[config.mk]
export PLATFORM = sky130hd
export DESIGN_NAME = control_fsm_flat
export DESIGN_NICKNAME = d
export VERILOG_FILES = /design/src/rtl/control_fsm_pkg.sv /design/src/rtl/control_fsm_if.sv /design/src/rtl/control_fsm_instr_decoder.sv /design/src/rtl/control_fsm.sv /design/src/flat_wrapper.sv
export SDC_FILE = /design/constraint.sdc
export NUM_CORES = 1
export LEC_CHECK = 0
export BUFFER_PORTS_ARGS = -buffer_cell sky130_fd_sc_hd__buf_2
export CAP_MARGIN = 40
export CORE_AREA = 2 2 61 63
export DETAILED_ROUTE_END_ITERATION = 8
export DIE_AREA = 0 0 63 65
export PLACE_DENSITY = 0.69
export SLEW_MARGIN = 20
export SYNTH_ARGS = -nofsm -noshare
export SYNTH_HDL_FRONTEND = slang
export SYNTH_SLANG_ARGS = --single-unit
[constraint.sdc]
create_clock -name clk -period 2.26 [get_ports clk]
set_input_delay 0.339 -clock clk [delete_from_list [all_inputs] [get_ports clk]]
set_output_delay 0.339 -clock clk [all_outputs]
set_load 0.005 [all_outputs]
[src/rtl/control_fsm_pkg.sv]
// Shared encodings for the RISC controller: FSM state codes, opcode/op fields,
// writeback select codes and the decoded instruction-field bundle.
package control_fsm_pkg;

    localparam logic [4:0] S_RST  = 5'd0;
    localparam logic [4:0] S_IF1  = 5'd1;
    localparam logic [4:0] S_IF2  = 5'd2;
    localparam logic [4:0] S_UPC  = 5'd3;
    localparam logic [4:0] S_DEC  = 5'd4;
    localparam logic [4:0] S_WIMM = 5'd5;
    localparam logic [4:0] S_GETA = 5'd6;
    localparam logic [4:0] S_GETB = 5'd7;
    localparam logic [4:0] S_ALU  = 5'd8;
    localparam logic [4:0] S_WR   = 5'd9;
    localparam logic [4:0] S_ADDR = 5'd10;
    localparam logic [4:0] S_MEM  = 5'd11;
    localparam logic [4:0] S_LDW  = 5'd12;
    localparam logic [4:0] S_GETD = 5'd13;
    localparam logic [4:0] S_STW  = 5'd14;
    localparam logic [4:0] S_BR   = 5'd15;
    localparam logic [4:0] S_LINK = 5'd16;
    localparam logic [4:0] S_BRX  = 5'd17;
    localparam logic [4:0] S_HALT = 5'd18;

    localparam logic [2:0] OPC_BR  = 3'b001;
    localparam logic [2:0] OPC_BX  = 3'b010;
    localparam logic [2:0] OPC_LDR = 3'b011;
    localparam logic [2:0] OPC_STR = 3'b100;
    localparam logic [2:0] OPC_ALU = 3'b101;
    localparam logic [2:0] OPC_MOV = 3'b110;

    localparam logic [1:0] OP_NONE    = 2'b00;
    localparam logic [1:0] OP_ALU_CMP = 2'b01;
    localparam logic [1:0] OP_MOV_REG = 2'b00;
    localparam logic [1:0] OP_MOV_IMM = 2'b10;
    localparam logic [1:0] OP_BX      = 2'b00;
    localparam logic [1:0] OP_BLX     = 2'b10;
    localparam logic [1:0] OP_BL      = 2'b11;

    localparam logic [1:0] VSEL_C     = 2'b00;
    localparam logic [1:0] VSEL_PC    = 2'b01;
    localparam logic [1:0] VSEL_IMM   = 2'b10;
    localparam logic [1:0] VSEL_MDATA = 2'b11;

    localparam logic [2:0] COND_ALWAYS = 3'b111;

    typedef struct packed {
        logic [2:0]  opcode;
        logic [1:0]  op;
        logic [2:0]  rn;
        logic [2:0]  rd;
        logic [2:0]  rm;
        logic [1:0]  shift;
        logic [15:0] sximm5;
        logic [15:0] sximm8;
    } ir_fields_t;

endpackage

[src/rtl/control_fsm_if.sv]
// Controller <-> datapath bundle: instruction/flags in, strobes and selects out.
interface control_fsm_if;
    logic [15:0] IRout;
    logic [2:0]  status;
    logic [2:0]  readnum;
    logic [2:0]  writenum;
    logic        write;
    logic        loada, loadb, loadc, loads, loadir;
    logic        asel, bsel, msel, mwrite, incp, execb, tsel;
    logic [1:0]  shift;
    logic [1:0]  ALUop;
    logic [1:0]  vsel;
    logic [2:0]  cond;
    logic [15:0] sximm5;
    logic [15:0] sximm8;
    logic        pcreset;
    logic        halted;

    modport master (
        input  IRout, status,
        output readnum, writenum, write,
        output loada, loadb, loadc, loads, loadir,
        output asel, bsel, msel, mwrite, incp, execb, tsel,
        output shift, ALUop, vsel, cond, sximm5, sximm8, pcreset, halted
    );

    modport slave (
        output IRout, status,
        input  readnum, writenum, write,
        input  loada, loadb, loadc, loads, loadir,
        input  asel, bsel, msel, mwrite, incp, execb, tsel,
        input  shift, ALUop, vsel, cond, sximm5, sximm8, pcreset, halted
    );
endinterface

[src/rtl/control_fsm_instr_decoder.sv]
// Purely combinational split of the instruction register into its fields
// plus the two sign-extended immediates.
module control_fsm_instr_decoder
    import control_fsm_pkg::*;
(
    input  logic [15:0] ir_i,
    output ir_fields_t  fields_o
);

    always_comb begin
        fields_o.opcode = ir_i[15:13];
        fields_o.op     = ir_i[12:11];
        fields_o.rn     = ir_i[10:8];
        fields_o.rd     = ir_i[7:5];
        fields_o.rm     = ir_i[2:0];
        fields_o.shift  = ir_i[4:3];
        fields_o.sximm5 = {{11{ir_i[4]}}, ir_i[4:0]};
        fields_o.sximm8 = {{8{ir_i[7]}}, ir_i[7:0]};
    end

endmodule

[src/rtl/control_fsm.sv]
// Moore controller: fetch, decode and per-instruction execute sequencing,
// driving every datapath strobe from the current state.
module control_fsm
    import control_fsm_pkg::*;
#(
    parameter logic [2:0] LINK_REG = 3'd7
) (
    input  logic          clk,
    input  logic          reset,
    control_fsm_if.master bus
);

    logic [4:0] state_q, state_d;
    ir_fields_t f;
    logic       unused_status;

    // Flags are consumed by the datapath's branch unit, not by this controller.
    assign unused_status = ^bus.status;

    control_fsm_instr_decoder u_instr_decoder (
        .ir_i     (bus.IRout),
        .fields_o (f)
    );

    always_ff @(posedge clk or negedge reset) begin
        if (!reset) state_q <= S_RST;
        else        state_q <= state_d;
    end

    always_comb begin
        state_d = state_q;
        case (state_q)
            S_RST:  state_d = S_IF1;
            S_IF1:  state_d = S_IF2;
            S_IF2:  state_d = S_UPC;
            S_UPC:  state_d = S_DEC;
            S_DEC: begin
                state_d = S_HALT;
                case (f.opcode)
                    OPC_MOV: begin
                        if (f.op == OP_MOV_IMM)      state_d = S_WIMM;
                        else if (f.op == OP_MOV_REG) state_d = S_GETB;
                    end
                    OPC_ALU: state_d = S_GETA;
                    OPC_LDR, OPC_STR: if (f.op == OP_NONE) state_d = S_GETA;
                    OPC_BR:  if (f.op == OP_NONE) state_d = S_BR;
                    OPC_BX: begin
                        if (f.op == OP_BL)                         state_d = S_LINK;
                        else if (f.op == OP_BX || f.op == OP_BLX) state_d = S_GETA;
                    end
                    default: state_d = S_HALT;
                endcase
            end
            S_GETA: begin
                case (f.opcode)
                    OPC_ALU:          state_d = S_GETB;
                    OPC_LDR, OPC_STR: state_d = S_ADDR;
                    OPC_BX:           state_d = (f.op == OP_BLX) ? S_LINK : S_BRX;
                    default:          state_d = S_HALT;
                endcase
            end
            S_GETB: state_d = S_ALU;
            // CMP only updates the flags, so it never reaches the writeback state.
            S_ALU:  state_d = (f.opcode == OPC_ALU && f.op == OP_ALU_CMP) ? S_IF1 : S_WR;
            S_WR:   state_d = S_IF1;
            S_WIMM: state_d = S_IF1;
            S_ADDR: state_d = (f.opcode == OPC_LDR) ? S_MEM : S_GETD;
            S_MEM:  state_d = S_LDW;
            S_LDW:  state_d = S_IF1;
            S_GETD: state_d = S_STW;
            S_STW:  state_d = S_IF1;
            S_LINK: state_d = (f.op == OP_BL) ? S_BR : S_BRX;
            S_BR:   state_d = S_IF1;
            S_BRX:  state_d = S_IF1;
            S_HALT: state_d = S_HALT;
            default: state_d = S_HALT;
        endcase
    end

    always_comb begin
        bus.readnum  = 3'b000;
        bus.writenum = 3'b000;
        bus.write    = 1'b0;
        bus.loada    = 1'b0;
        bus.loadb    = 1'b0;
        bus.loadc    = 1'b0;
        bus.loads    = 1'b0;
        bus.loadir   = 1'b0;
        bus.asel     = 1'b0;
        bus.bsel     = 1'b0;
        bus.msel     = 1'b0;
        bus.mwrite   = 1'b0;
        bus.incp     = 1'b0;
        bus.execb    = 1'b0;
        bus.tsel     = 1'b0;
        bus.vsel     = VSEL_C;
        bus.cond     = 3'b000;
        bus.ALUop    = f.op;
        bus.shift    = f.shift;
        bus.sximm5   = f.sximm5;
        bus.sximm8   = f.sximm8;
        bus.pcreset  = 1'b0;
        bus.halted   = 1'b0;
        case (state_q)
            S_RST:  bus.pcreset = 1'b1;
            S_IF2:  bus.loadir  = 1'b1;
            S_UPC:  bus.incp    = 1'b1;
            S_WIMM: begin
                bus.vsel     = VSEL_IMM;
                bus.writenum = f.rn;
                bus.write    = 1'b1;
            end
            // Branch-through-register reads Rd; everything else reads Rn as the A operand.
            S_GETA: begin
                bus.readnum = (f.opcode == OPC_BX) ? f.rd : f.rn;
                bus.loada   = 1'b1;
            end
            S_GETB: begin
                bus.readnum = f.rm;
                bus.loadb   = 1'b1;
            end
            S_ALU: begin
                bus.loadc = 1'b1;
                bus.asel  = (f.opcode == OPC_MOV);
                bus.loads = (f.opcode == OPC_ALU && f.op == OP_ALU_CMP);
            end
            S_WR: begin
                bus.vsel     = VSEL_C;
                bus.writenum = f.rd;
                bus.write    = 1'b1;
            end
            S_ADDR: begin
                bus.bsel  = 1'b1;
                bus.ALUop = 2'b00;
                bus.loadc = 1'b1;
            end
            S_MEM:  bus.msel = 1'b1;
            S_LDW: begin
                bus.msel     = 1'b1;
                bus.vsel     = VSEL_MDATA;
                bus.writenum = f.rd;
                bus.write    = 1'b1;
            end
            S_GETD: begin
                bus.readnum = f.rd;
                bus.loadb   = 1'b1;
            end
            S_STW: begin
                bus.msel   = 1'b1;
                bus.mwrite = 1'b1;
                bus.shift  = 2'b00;
            end
            S_LINK: begin
                bus.vsel     = VSEL_PC;
                bus.writenum = LINK_REG;
                bus.write    = 1'b1;
            end
            S_BR: begin
                bus.execb = 1'b1;
                bus.tsel  = 1'b1;
                bus.cond  = (f.opcode == OPC_BX) ? COND_ALWAYS : f.rn;
            end
            S_BRX: begin
                bus.execb = 1'b1;
                bus.cond  = COND_ALWAYS;
            end
            S_HALT: bus.halted = 1'b1;
            default: ;
        endcase
    end

endmodule

[src/flat_wrapper.sv]
// flat-port wrapper written by rule: the top's interface ports become plain ports
module control_fsm_flat import control_fsm_pkg::*;
#(
    parameter logic [2:0] LINK_REG = 3'd7
)
  (clk, reset, bus_IRout, bus_status, bus_readnum, bus_writenum, bus_write, bus_loada, bus_loadb, bus_loadc, bus_loads, bus_loadir, bus_asel, bus_bsel, bus_msel, bus_mwrite, bus_incp, bus_execb, bus_tsel, bus_shift, bus_ALUop, bus_vsel, bus_cond, bus_sximm5, bus_sximm8, bus_pcreset, bus_halted);
  control_fsm_if bus_i ();
  input  logic clk;
  input  logic reset;
  input wire logic [$bits(bus_i.IRout)-1:0] bus_IRout;
  input wire logic [$bits(bus_i.status)-1:0] bus_status;
  output wire logic [$bits(bus_i.readnum)-1:0] bus_readnum;
  output wire logic [$bits(bus_i.writenum)-1:0] bus_writenum;
  output wire logic [$bits(bus_i.write)-1:0] bus_write;
  output wire logic [$bits(bus_i.loada)-1:0] bus_loada;
  output wire logic [$bits(bus_i.loadb)-1:0] bus_loadb;
  output wire logic [$bits(bus_i.loadc)-1:0] bus_loadc;
  output wire logic [$bits(bus_i.loads)-1:0] bus_loads;
  output wire logic [$bits(bus_i.loadir)-1:0] bus_loadir;
  output wire logic [$bits(bus_i.asel)-1:0] bus_asel;
  output wire logic [$bits(bus_i.bsel)-1:0] bus_bsel;
  output wire logic [$bits(bus_i.msel)-1:0] bus_msel;
  output wire logic [$bits(bus_i.mwrite)-1:0] bus_mwrite;
  output wire logic [$bits(bus_i.incp)-1:0] bus_incp;
  output wire logic [$bits(bus_i.execb)-1:0] bus_execb;
  output wire logic [$bits(bus_i.tsel)-1:0] bus_tsel;
  output wire logic [$bits(bus_i.shift)-1:0] bus_shift;
  output wire logic [$bits(bus_i.ALUop)-1:0] bus_ALUop;
  output wire logic [$bits(bus_i.vsel)-1:0] bus_vsel;
  output wire logic [$bits(bus_i.cond)-1:0] bus_cond;
  output wire logic [$bits(bus_i.sximm5)-1:0] bus_sximm5;
  output wire logic [$bits(bus_i.sximm8)-1:0] bus_sximm8;
  output wire logic [$bits(bus_i.pcreset)-1:0] bus_pcreset;
  output wire logic [$bits(bus_i.halted)-1:0] bus_halted;
  assign bus_i.IRout = bus_IRout;
  assign bus_i.status = bus_status;
  assign bus_readnum = bus_i.readnum;
  assign bus_writenum = bus_i.writenum;
  assign bus_write = bus_i.write;
  assign bus_loada = bus_i.loada;
  assign bus_loadb = bus_i.loadb;
  assign bus_loadc = bus_i.loadc;
  assign bus_loads = bus_i.loads;
  assign bus_loadir = bus_i.loadir;
  assign bus_asel = bus_i.asel;
  assign bus_bsel = bus_i.bsel;
  assign bus_msel = bus_i.msel;
  assign bus_mwrite = bus_i.mwrite;
  assign bus_incp = bus_i.incp;
  assign bus_execb = bus_i.execb;
  assign bus_tsel = bus_i.tsel;
  assign bus_shift = bus_i.shift;
  assign bus_ALUop = bus_i.ALUop;
  assign bus_vsel = bus_i.vsel;
  assign bus_cond = bus_i.cond;
  assign bus_sximm5 = bus_i.sximm5;
  assign bus_sximm8 = bus_i.sximm8;
  assign bus_pcreset = bus_i.pcreset;
  assign bus_halted = bus_i.halted;
  control_fsm #(.LINK_REG(LINK_REG)) u_core (.clk(clk), .reset(reset), .bus(bus_i));
endmodule
==> results of run 1 <==
[area by class of cell]
cell class	instances	area, µm²
fill	386	2037
multi-input combinational	123	748.2
timing repair buffer	91	488.0
sequential	5	125.1
tap	48	60.06
clock buffer	4	26.28
inverter	3	11.26
[metrics by stage]
| step | cells | hold slack [ns] |
|---|---|---|
| after floorplan | 174 | 0.04341 |
| after global placement | 267 | 0.1521 |
| after detailed placement | 267 | 0.1533 |
| after CTS | 272 | 0.4451 |
| after global routing | 274 | 0.4652 |
| final | 274 | 0.4391 |
[kinds of logic after synthesis]
logic type | synth area share (%)
compound gates | 25.24
flops | 10.65
simple gates | 34.40
xor+xnor | 1.491
buf+inv | 26.30
mux | 1.917
[cell usage after synthesis, types with 3 or more instances]
| master | number |
|---|---|
| a21oi_1 | 7 |
| dfrtp_1 | 5 |
| inv_1 | 3 |
| a21boi_0 | 4 |
| buf_4 | 33 |
| nand4_1 | 3 |
| nor3_1 | 8 |
| o21ai_0 | 9 |
| a22oi_1 | 3 |
| clkbuf_1 | 5 |
| nand3_1 | 5 |
| nand2_1 | 8 |
| nor2b_1 | 5 |
| o22ai_1 | 3 |
| nor2_1 | 22 |
| nand2b_1 | 9 |
| buf_2 | 4 |
| nand3b_1 | 4 |
| or3_1 | 4 |
| a21o_1 | 4 |
[critical path, delay by kind of cell, from the launching register on]
kind                   cells  cell delay [ns]
AO/OA/AOI/OAI              2             0.28
buffers and inverters      1             0.10
flip-flops                 1             0.36
AND/OR/NAND/NOR            2             0.83
[worst max path at each step]
stage,from,to,cells past startpoint
6_report,u_core.state_q[3],bus_readnum[2],5
5_1_grt,u_core.state_q[3],bus_readnum[0],5
4_1_cts,u_core.state_q[3],bus_readnum[2],5
3_5_place_dp,u_core.state_q[3],bus_readnum[2],5
3_3_place_gp,u_core.state_q[3],bus_readnum[0],5
2_1_floorplan,bus_IRout[13],bus_readnum[1],5
[metal layers]
layer / track usage (%) / vias up
met5: 0 / -
met4: 4.167 / 0
met3: 1.563 / 3
met2: 27.79 / 77
met1: 20.44 / 608
li1: - / 686
[timing repair]
action	CTS	global route
resized for setup	0	2
setup endpoints to repair	0	4
setup buffers	0	2
hold buffers	1	0
endpoints found under the hold margin	5	0
[power breakdown]
part,leakage (nW),internal [mW],switching [mW],total (mW)
registers,0.0639,0.124,0.0472,0.171
clock network,0.0150,0.0667,0.0362,0.103
logic,0.698,0.342,0.448,0.790
total,0.777,0.533,0.532,1.06
==> flow_metrics.tcl, run 1 <==
set metrics [dict create \
    antenna_found_initial 0 \
    max_freq_mhz 465.2 \
    fin_crit_ns 2.150 \
    drt-met1-wl_mm 1.442 \
    synth-main-ff-cell "dfrtp_1" \
    die_h_um 65 \
    ir_worst_vdd_mv 0.2258 \
    fin_util_pct 41.73 \
    final_cell_mix "79 x buf_2, 21 x nor2_1, 11 x buf_4" \
    p_leak_nw 0.7767 \
    synth_nets 195 \
    cts.clk_slew.worst_paths_ns 0.04 \
    dp_hpwl_mm 2.666 \
    stdcell_area_um2 1459 \
    reg.largest.list "u_core.state_q (5)" \
    viasPerCell 5.015 \
    grt_util_all_layers_pct 15.76 \
    p_total_mw 1.065 \
    rsz0062_at_grt "false" \
    fp.coreArea_um2 3496 \
    rows 22 \
    avgSynthCellArea_um2 6.752 \
    fin_setup_tns_ns 0 \
    drc 0 \
    worstPathRequired_ns 1.92 \
    crit_path_cell_trace "or3b_1 > nor2_1 > a22o_1 > a21o_1 > buf_2" \
    drt_iter0_drc 56 \
    worstMarginPinSlew_ns 0.4021 \
    reg2reg_depth 4 \
    max_slew_margin_pct 72.99 \
    grt_pass1_wl_mm 5.285 \
    slowest_delay_ns 0.49 \
    clock_sink_count 5 \
    numPortBuffers 79 \
    wirelength_mm 3.369 \
    synth_top_area_share_pct 21.09 \
    largest_register "u_core.state_q" \
    power_density_nw_per_um2 729.7 \
    grt_pass1_vias 1159 \
    slowest_stage "or3b_1" \
    ios 83 \
    die_w_um 63 \
    worst-path-max-fanout 6 \
    root_buffer "clkbuf_4" \
    layout.nets 248 \
    gp_congestion 0.9323 \
    finalHoldViolCount 0 \
    ys_warn_count 0 \
    r2r_start "u_core.state_q[3]" \
    wl_per_cell_um 12.30 \
    syn_area_um2 1175 \
    yosys.area.top_type "buf_4" \
    dr_wl_met2_mm 1.630 \
    met3_length_um 275 \
    hold_path_class "in2async" \
    num_vias 1374 \
    h-tree-depth 1 \
    max-clock-path-buffers 2 \
    drive_gt1_share_pct 45.13 \
    syn-instance-count 174 \
    n_antenna_cell 0 \
    largest_register_ffs 5 \
    preCtsSetupSlack_ns 0.3346 \
    start_kind "flop" \
    setup_viol 0 \
    fin_crit_sh_pct 95.12 \
    start_util_pct 33.61 \
    regToRegSetupSlack_ns 0.70 \
    crit_arrival_ns 1.81 \
    grt_overflow 0 \
    synth_edf_count 0 \
    placed_cell_area_um2 1400 \
    outcome "finished, final reports clean" \
    reg2reg_to "u_core.state_q[3]" \
    final.setup.worst_slack_ns 0.1104 \
    crit_path_end_kind "primary output" \
    worstSetupPathType "reg2out" \
    layout_commonest_cell "buf_2" \
    yosys-top-cells-area "buf_4 21%, dfrtp_1 11%, nor2_1 7.0%, nand2b_1 4.8%, o21ai_0 3.8%" \
    seq_area_frac_synth_pct 10.65 \
    synthArstFlopShare_pct 100.0 \
    antenna_left 0 \
    top_layer_used "met4" \
    syn2layout_area_growth_pct 24.17 \
    finalMaxSlewViolations 0 \
    skew_ns 0.0006568 \
    first_pass_iters 4 \
    die_area_um2 4095 \
    cts_buffers 3 \
    grt_max_degree 18 \
    cts_tree "built" \
    clkLatencyLatePin_ns 0.24 \
    synth-seq-cells 5 \
    cap_violations 0 \
    ys_types 40 \
]
Power figures use the tool's default switching activity.
==> inputs of run 2 (changes only) <==
PLACE_DENSITY = not set   (was 0.69)
PLACE_DENSITY_LB_ADDON = 0.08   (was not set)
==> run 2 against run 1 <==
Clock-buffer cell count unchanged. Clock power about the same. First-iteration DRC count decreased by 25%. Register-to-register slack got worse by 0.03 ns. Wire length increased by 2.6%. Clock skew increased by 0.0041 ns. Sequential power about the same. Non-clock buffer count decreased by 1. Critical endpoint is now bus_readnum[1]. Largest power group unchanged. Highest routed layer unchanged.
==> flow_metrics.tcl, run 2 (synthesis results as in run 1) <==
set metrics [dict create \
    outcome "finished, final reports clean" \
    worst-path-max-fanout 13 \
    largest_register "u_core.state_q" \
    rows 22 \
    h-tree-depth 1 \
    crit_path_end_kind "primary output" \
    finalHoldViolCount 0 \
    grt_pass1_vias 1195 \
    gp_congestion 0.8568 \
    start_kind "flop" \
    hold_path_class "in2async" \
    syn2layout_area_growth_pct 23.75 \
    die_h_um 65 \
    ios 83 \
    startpoint "u_core.state_q[0]" \
    num_vias 1420 \
    drt_iter0_drc 42 \
    crit_arrival_ns 1.75 \
    max_freq_mhz 478.6 \
    start_util_pct 33.61 \
    fin_crit_sh_pct 92.45 \
    wl_per_cell_um 12.66 \
    fin_crit_ns 2.089 \
    antenna_found_initial 0 \
    fin_setup_tns_ns 0 \
    power_density_nw_per_um2 730.3 \
    layout_commonest_cell "buf_2" \
    dp_hpwl_mm 2.797 \
    numPortBuffers 79 \
    viasPerCell 5.201 \
    first_pass_iters 5 \
    worstMarginPinSlew_ns 0.3834 \
    drc 0 \
    worstSetupPathType "reg2out" \
    max-clock-path-buffers 2 \
    cts_buffers 3 \
    final_cell_mix "79 x buf_2, 21 x nor2_1, 10 x buf_4" \
    grt_max_degree 18 \
    max_slew_margin_pct 74.25 \
    die_w_um 63 \
    clock_sink_count 5 \
    setup_viol 0 \
    ir_worst_vdd_mv 0.2616 \
    grt_pass1_wl_mm 5.416 \
    finalMaxSlewViolations 0 \
    reg.largest.list "u_core.state_q (5)" \
    p_leak_nw 0.7746 \
    worstPathRequired_ns 1.92 \
    cap_violations 0 \
    wirelength_mm 3.456 \
    grt_overflow 0 \
    rsz0062_at_grt "false" \
    fin_util_pct 41.59 \
    grt_util_all_layers_pct 16.32 \
    fp.coreArea_um2 3496 \
    cts_tree "built" \
    die_area_um2 4095 \
    n_antenna_cell 0 \
    cts.clk_slew.worst_paths_ns 0.04 \
    clkLatencyLatePin_ns 0.24 \
    drive_gt1_share_pct 45.33 \
    largest_register_ffs 5 \
    skew_ns 0.004730 \
    layout.nets 247 \
    antenna_left 0 \
    root_buffer "clkbuf_4" \
    r2r_start "u_core.state_q[0]" \
]
run 2: cell types whose count changed in the layout (fill, tap and decap cells not counted):
| cell | delta |
|---|---|
| or3b_4 | +1 |
| or3b_1 | -1 |
| buf_4 | -1 |
run 2: metrics by stage:
stage                     setup WS [ns]  instances  area [µm²]  total power [mW]  hold WS [ns]
after detailed placement         0.2938        268        1408            0.9430        0.1569
after CTS                       0.03700        273        1444             1.049        0.4376
after global routing            0.01701        273        1454             1.165        0.4550
final                            0.1705        273        1454             1.062        0.4337
after floorplan                  0.3881        174        1175            0.7108       0.04341
after global placement           0.2842        268        1408            0.9442        0.1522
run 2: repair_timing:
action / 4_1_cts / 5_1_grt
hold buffers: 1 / 0
endpoints found under the hold margin: 5 / 0
endpoints found under the setup margin: 0 / 3
buffers inserted: 0 / 0
resized for setup: 0 / 3
run 2: critical path, stage by stage, from the launching register on:
cell      delay, ns
dfrtp_1        0.45
buf_4          0.22
nand2_1        0.21
nor2_2         0.10
a222oi_1       0.33
inv_1          0.06
buf_2          0.13
run 2: final timing paths:
kind,slack [ns],depth (start not counted),endpoint
min in group clk,0.51,3,u_core.state_q[4]
setup / recovery,0.17,6,bus_readnum[1]
setup reg to reg,0.67,6,u_core.state_q[3]
hold / removal,0.43,2,u_core.state_q[0]
max in group asynchronous,1.70,2,u_core.state_q[4]
hold reg to reg,0.68,3,u_core.state_q[1]
run 2: where the power goes:
part	switching (mW)	internal [mW]
Combinational	0.438	0.346
Sequential	0.0501	0.124
Clock	0.0367	0.0668
run 2: layer usage:
metal	global-route usage (%)	share of wire [%]	vias up
met5	0	0	-
met4	6.667	0.87	0
met3	2.604	7.0	4
met2	28.19	49	76
met1	20.13	43	656
li1	-	-	684
run 2: final cells by class:
cell class / count / area [µm²]
fill: 398 / 2042
multi-input combinational: 123 / 750.7
timing repair buffer: 90 / 480.5
sequential: 5 / 125.1
tap: 48 / 60.06
clock buffer: 4 / 26.28
inverter: 3 / 11.26
